**config.mk**
```make
export PLATFORM = sky130hd
export DESIGN_NAME = multi_chain_config_manager
export DESIGN_NICKNAME = d
export VERILOG_FILES = /design/src/rtl/multi_chain_config_pkg.sv /design/src/rtl/multi_chain_config_manager_phase_gen.sv /design/src/rtl/multi_chain_config_manager.sv
export SDC_FILE = /design/constraint.sdc
export NUM_CORES = 1
export LEC_CHECK = 0
export ABC_AREA = 1
export BUFFER_PORTS_ARGS = -buffer_cell sky130_fd_sc_hd__buf_2
export CAP_MARGIN = 20
export CORE_MARGIN = 5
export CORE_UTILIZATION = 57
export DETAILED_ROUTE_END_ITERATION = 10
export GPL_TIMING_DRIVEN = 0
export HOLD_SLACK_MARGIN = 0.08
export PLACE_DENSITY = 0.82
export REMOVE_ABC_BUFFERS = 1
export SLEW_MARGIN = 25
export SYNTH_ARGS = -nofsm -noshare
export SYNTH_HDL_FRONTEND = slang
export SYNTH_SLANG_ARGS = --single-unit
```
**constraint.sdc**
```tcl
create_clock -name sys_clk -period 1.6 [get_ports sys_clk]
set_input_delay 0.16 -clock sys_clk [delete_from_list [all_inputs] [get_ports sys_clk]]
set_output_delay 0.16 -clock sys_clk [all_outputs]
set_load 0.02 [all_outputs]
```
**src/rtl/multi_chain_config_pkg.sv**
```systemverilog
// Shared types and CRC helper for the multi-chain configuration manager.
package multi_chain_config_pkg;

  typedef enum logic [2:0] {
    IDLE, RST, FETCH, SHIFT_LO, SHIFT_HI, VERIFY, DONE
  } state_t;

  localparam logic [15:0] CRC16_POLY = 16'h1021;
  localparam logic [15:0] CRC16_INIT = 16'hFFFF;

  // One MSB-first CRC-16/CCITT step over a single input bit.
  function automatic logic [15:0] crc16_step(input logic [15:0] crc, input logic din);
    logic fb;
    fb = crc[15] ^ din;
    return {crc[14:0], 1'b0} ^ (fb ? CRC16_POLY : 16'h0000);
  endfunction

endpackage

```
**src/rtl/multi_chain_config_manager_phase_gen.sv**
```systemverilog
// Half-period timer for prog_clk: emits one tick every CLK_HALF_PERIOD enabled
// cycles; the count restarts from zero whenever the enable drops.
module prog_clk_phase_gen #(
  parameter int CLK_HALF_PERIOD = 2048
) (
  input  logic sys_clk,
  input  logic sys_rst_n,
  input  logic en,
  output logic tick
);
  localparam int CW = (CLK_HALF_PERIOD > 1) ? $clog2(CLK_HALF_PERIOD) : 1;

  logic [CW-1:0] cnt;

  assign tick = en && (cnt == CW'(CLK_HALF_PERIOD - 1));

  // Free-running half-period counter, held at zero while disabled.
  always_ff @(posedge sys_clk or negedge sys_rst_n) begin
    if (!sys_rst_n)      cnt <= '0;
    else if (!en || tick) cnt <= '0;
    else                 cnt <= cnt + CW'(1);
  end
endmodule

```
**src/rtl/multi_chain_config_manager.sv**
```systemverilog
// Multi-chain CCFF configuration manager: streams one bit per chain per prog_clk
// period into NUM_CHAINS chains. Define CONFIG_VERIFY_EN to add a CRC readback
// pass (ccff_tail input, verify_done/verify_error outputs).
module multi_chain_config_manager
  import multi_chain_config_pkg::*;
#(
  parameter int NUM_CHAINS      = 4,
  parameter int BITSTREAM_LEN   = 1024,
  parameter int CLK_HALF_PERIOD = 2048,
  parameter int RESET_CYCLES    = 3
) (
  input  logic                                  sys_clk,
  input  logic                                  sys_rst_n,
  input  logic                                  start,
  input  logic [NUM_CHAINS-1:0]                 bs_data,
  input  logic                                  bs_valid,
  output logic                                  bs_ready,
  output logic                                  prog_reset,
  output logic                                  prog_clk,
  output logic [NUM_CHAINS-1:0]                 ccff_head,
  output logic                                  busy,
  output logic                                  configuration_done,
  output logic [$clog2(BITSTREAM_LEN+1)-1:0]    bit_count
`ifdef CONFIG_VERIFY_EN
  ,
  input  logic [NUM_CHAINS-1:0]                 ccff_tail,
  output logic                                  verify_done,
  output logic                                  verify_error
`endif
);
  localparam int BCW = $clog2(BITSTREAM_LEN + 1);
  localparam int RCW = (RESET_CYCLES > 1) ? $clog2(RESET_CYCLES) : 1;

  state_t         state, state_nxt;
  logic           tick, clk_en, xfer, bit_last, rst_last;
  logic           in_verify, finish;
  logic [RCW-1:0] rst_cnt;

  assign clk_en   = (state == RST) || (state == SHIFT_LO) || (state == SHIFT_HI);
  assign bs_ready = (state == FETCH) || (state == VERIFY);
  assign xfer     = bs_valid && bs_ready;
  assign bit_last = (bit_count == BCW'(BITSTREAM_LEN - 1));
  assign rst_last = (rst_cnt == RCW'(RESET_CYCLES - 1));

  prog_clk_phase_gen #(.CLK_HALF_PERIOD(CLK_HALF_PERIOD)) u_phase (
    .sys_clk  (sys_clk),
    .sys_rst_n(sys_rst_n),
    .en       (clk_en),
    .tick     (tick)
  );

  // State register.
  always_ff @(posedge sys_clk or negedge sys_rst_n) begin
    if (!sys_rst_n) state <= IDLE;
    else            state <= state_nxt;
  end

  // Next-state logic; a tick while prog_clk is high is a falling edge.
  always_comb begin
    state_nxt = state;
    case (state)
      IDLE, DONE:    if (start) state_nxt = RST;
      RST:           if (tick && prog_clk && rst_last) state_nxt = FETCH;
      FETCH, VERIFY: if (xfer) state_nxt = SHIFT_LO;
      SHIFT_LO:      if (tick) state_nxt = SHIFT_HI;
      SHIFT_HI: if (tick) begin
`ifdef CONFIG_VERIFY_EN
        if (in_verify) state_nxt = finish ? DONE : VERIFY;
        else           state_nxt = bit_last ? VERIFY : FETCH;
`else
        state_nxt = finish ? DONE : FETCH;
`endif
      end
      default:       state_nxt = IDLE;
    endcase
  end

  // Registered outputs: prog_clk, reset sequencing, head data, progress flags.
  always_ff @(posedge sys_clk or negedge sys_rst_n) begin
    if (!sys_rst_n) begin
      prog_clk           <= 1'b0;
      prog_reset         <= 1'b1;
      ccff_head          <= '0;
      busy               <= 1'b0;
      configuration_done <= 1'b0;
      bit_count          <= '0;
      rst_cnt            <= '0;
    end else begin
      if (!clk_en)   prog_clk <= 1'b0;
      else if (tick) prog_clk <= ~prog_clk;
      case (state)
        IDLE, DONE: if (start) begin
          busy               <= 1'b1;
          prog_reset         <= 1'b1;
          configuration_done <= 1'b0;
          bit_count          <= '0;
          rst_cnt            <= '0;
        end
        RST: if (tick && prog_clk) begin
          if (rst_last) begin
            prog_reset <= 1'b0;
            rst_cnt    <= '0;
          end else begin
            rst_cnt <= rst_cnt + RCW'(1);
          end
        end
        FETCH, VERIFY: if (xfer) ccff_head <= bs_data;
        SHIFT_HI: if (tick) begin
          if (!in_verify && bit_count != BCW'(BITSTREAM_LEN))
            bit_count <= bit_count + BCW'(1);
          if (finish) begin
            configuration_done <= 1'b1;
            busy               <= 1'b0;
          end
        end
        default: ;
      endcase
    end
  end

`ifdef CONFIG_VERIFY_EN
  logic                         vfy, mism;
  logic [BCW-1:0]               vcnt;
  logic [NUM_CHAINS-1:0][15:0]  crc_load, crc_tail;

  assign in_verify = vfy;
  assign finish    = vfy && (vcnt == BCW'(BITSTREAM_LEN - 1));

  // Any chain whose readback CRC differs from its load CRC.
  always_comb begin
    mism = 1'b0;
    for (int i = 0; i < NUM_CHAINS; i++) mism = mism | (crc_load[i] != crc_tail[i]);
  end

  // Load CRC over accepted head bits; readback CRC over tail bits taken in the
  // cycle just before each rising prog_clk edge of the verify pass.
  always_ff @(posedge sys_clk or negedge sys_rst_n) begin
    if (!sys_rst_n) begin
      vfy          <= 1'b0;
      vcnt         <= '0;
      crc_load     <= {NUM_CHAINS{CRC16_INIT}};
      crc_tail     <= {NUM_CHAINS{CRC16_INIT}};
      verify_done  <= 1'b0;
      verify_error <= 1'b0;
    end else begin
      if ((state == IDLE || state == DONE) && start) begin
        vfy          <= 1'b0;
        vcnt         <= '0;
        crc_load     <= {NUM_CHAINS{CRC16_INIT}};
        crc_tail     <= {NUM_CHAINS{CRC16_INIT}};
        verify_done  <= 1'b0;
        verify_error <= 1'b0;
      end
      if (state == FETCH && xfer)
        for (int i = 0; i < NUM_CHAINS; i++) crc_load[i] <= crc16_step(crc_load[i], bs_data[i]);
      if (state == SHIFT_LO && tick && vfy)
        for (int i = 0; i < NUM_CHAINS; i++) crc_tail[i] <= crc16_step(crc_tail[i], ccff_tail[i]);
      if (state == SHIFT_HI && tick) begin
        if (!vfy && bit_last) begin
          vfy  <= 1'b1;
          vcnt <= '0;
        end else if (vfy) begin
          vcnt <= vcnt + BCW'(1);
          if (finish) begin
            verify_done  <= 1'b1;
            verify_error <= mism;
          end
        end
      end
    end
  end
`else
  assign in_verify = 1'b0;
  assign finish    = bit_last;
`endif

endmodule

```
==> flow_summary.toml <==
[timing]
max_freq_mhz = 623
fin_skew_ns = 0.00311
rsz0062_at_grt = "true"
min_period_ns = 1.61
period_share_pct = 100
finalSetupViolCount = 1
setup_ws_ns = -0.00620
hold_violations = 0
slew_viol_final = 0
worst_pin_slew_ns = 0.788
max_slew_margin_pct = 47.5

[pwr]
p_switching_mw = 1.61
leakage_nw = 1.24
intPower_mw = 1.90
combPwrFrac_pct = 50.4
swShare_pct = 45.9
powerDensity_nw_per_um2 = 1400
total_power_mw = 3.50
p_clk_share_pct = 14.7
seqPwrFrac_pct = 34.9
peakVddDrop_v = 0.00121

[route]
vias = 1812
drc = 0
ant_nets = 0
viasPerCell = 5.24
drt-total-wl_um = 4520
drtIter0Drc = 111
wl_per_cell_um = 13.1
dr.pass1.iters = 4

[synthesis]
synth_area_um2 = 2050
synthDistinctLibCells = 32
synth_area_leaders = "dfrtp_1 (42%), nand2_1 (13%), inv_1 (5.7%)"
async_reset_ff_share_pct = 100
syn_area_per_cell_um2 = 8.20
synth.largest_area_cell = "dfrtp_1"
synth_most_common_cell = "nand2_1"
yosysWarningCount = 0
ys.flop_type = "dfrtp_1"
synth_edf_count = 0
yosys.area.top_type_share_pct = 41.5
ys_seq_area_share_pct = 42.8
synth_cells = 250
netlist_top_cells_count = "nand2_1 (69), dfrtp_1 (34), inv_1 (31), nand3_1 (23), nor2_1 (17)"
ys_ff_latch = 35

[run_status]
violations = "setup timing"
outcome = "finished, violations left"

[layout]
area_delta_synth_final_pct = 22.2
multi_input_area_um2 = 1100
fin_cells = 346
drive_gt1_share_pct = 32.0
final_nets = 310
fillers = 252
diodes = 0
area.sequential_um2 = 880

[clock_network]
cts.path.max_buffers = 2
clock_latency_ns = 0.33
root_buffer = "clkbuf_4"
clk_pin_slew_ns = 0.11
cts_made_buffers = 5
clkSinkCount = 35
cts_tree = "built"
htreeDepth = 2

[global_routing]
grt_pass1_vias = 1747
use_met2_pct = 31.3
grtUsageMet3_pct = 4.45
grt_use_met1_pct = 25.3
grt_use_total_pct = 19.3
busiest_layer = "met2"
grt_max_degree = 36
grt_pass1_wl_um = 7810
grt_antenna_before_repair = 0
gr-total-overflow = 0

[place]
gp_congestion = 0.789
placed_cells = 319
dp_hpwl_um = 2860
io_buffers = 27

[die]
core-area_um2 = 3420
rows = 21
pin_count = 28
start_util_pct = 60.0
die_area_um2 = 4890
die_w_um = 70.0
dieHeight_um = 70.0

[worst_setup_path]
critPathTopFamily = "simple AND/OR/NAND/NOR gates"
startpoint_type = "flop"
slowest_stage = "dfrtp_1"
rr_startpoint = "bit_count[0]"
worstSetupStartpoint = "bit_count[0]"
endpoint_kind = "flop"
cp_common_cell = "nand3_1"
slowest_delay_ns = 0.41
cp_cell_sequence = "ha_2 > nand3_2 > nor2_4 > nand3_1 > nor3_1 > nand3_1 > nand2_1 > inv_1"
cp.required_ns = 1.84
worstSetupPathType = "reg -> reg"
arrival_ns = 1.85
crit_path_max_fanout = 3
critPathBufInv = 1

[run]
maxCapViolCount = 0

[hold_path]
hp-class = "in -> reg"
hp-start = "bs_valid"
flip-flops by register name, summed over array words and instances (netlist names):
signal,flops
ccff_head,4
prog_clk,1
busy,1
state,3
prog_reset,1
rst_cnt,2
bit_count,11
u_phase.cnt,11
configuration_done,1
cells in the final DEF, fill, tap and decap left out, drive strengths merged:
cell type,netlist,final
nand2,77,77
buf,4,37
dfrtp,34,34
inv,33,33
nand3,27,30
nor2,24,24
o21ai,15,15
clkbuf,0,7
nand4,6,6
dlygate4sd3,0,6
a21oi,6,6
xor2,4,4
nor3,4,4
mux2,4,4
ha,3,3
nand3b,2,2
nor3b,2,2
a21boi,1,1
o211ai,1,1
a21o,1,1
xnor2,1,1
clkinv,0,1
dfstp,1,1
routing by layer:
layer | up-vias | wire length [um]
met5 | - | 0
met4 | 0 | 60
li1 | 906 | -
met1 | 858 | 2060
met3 | 6 | 179
met2 | 42 | 2220
worst paths after layout:
| kind | end | slack (ns) | cells after the start |
|---|---|---|---|
| min reg2reg | u_phase.cnt[0] | 0.47 | 1 |
| max | busy | -0.006 | 8 |
| min | state[2] | 0.30 | 6 |
| max in group asynchronous | state[0] | 0.62 | 2 |
| max reg2reg | busy | -0.006 | 8 |
| min in group asynchronous | bit_count[3] | 0.43 | 2 |
power by group through the flow:
stage | sequential, mW | clock, mW | combinational, mW
6_report | 1.22 | 0.514 | 1.76
2_1_floorplan | 1.31 | 0 | 1.07
4_1_cts | 1.21 | 0.522 | 1.60
5_1_grt | 1.26 | 0.562 | 1.96
3_3_place_gp | 1.22 | 0 | 1.46
3_5_place_dp | 1.23 | 0 | 1.50
metrics by stage:
step	cell area (um^2)	hold slack (ns)	TNS, ns	setup WS, ns	util, %
2_1_floorplan	2000	-0.136	-0.299	-0.0394	-
3_3_place_gp	2200	0.270	-2.53	-0.250	64.3
3_5_place_dp	2200	0.275	-3.02	-0.293	64.3
4_1_cts	2380	0.307	0	0.0186	69.6
5_1_grt	2500	0.332	-0.277	-0.143	73.3
6_report	2500	0.301	-0.00620	-0.00620	73.3
area by class of cell:
class                           count  share of cell area (%)
Inverter                           33                    5.25
Clock inverter                      1                   0.200
Clock buffer                        7                    2.20
Timing Repair Buffer               43                    10.8
Tap cell                           46                    2.30
Sequential cell                    35                    35.1
Multi-Input combinational cell    181                    44.1
worst reg2reg max path, delay by kind of cell (launching register included):
family,cells,cell delay [ns]
buffers and inverters,1,0.04
AND/OR/NAND/NOR,6,0.83
adder cells (fa/ha/maj),1,0.23
flip-flops,1,0.41
kinds of logic after synthesis:
group                      count (synthesis)  share of synthesized area (%)
DFF                                       35                           42.8
AOI/OAI and AO/OA                         24                           8.43
and+or+nand+nor                          142                           34.0
adders and majority gates                  3                           1.83
muxes                                      4                           2.20
buffers and inverters                     37                           8.61
xor gates and xnor gates                   5                           2.14
repair_timing:
item | CTS | global route
setup endpoints to repair | 12 | 23
cloned | 1 | 2
hold buffers | 6 | 0
endpoints found under the hold margin | 39 | 0
gates resized for setup | 3 | 17
setup buffers | 4 | 6
pin swaps | 2 | 7
No activity file was read; power rests on OpenSTA's default activity.
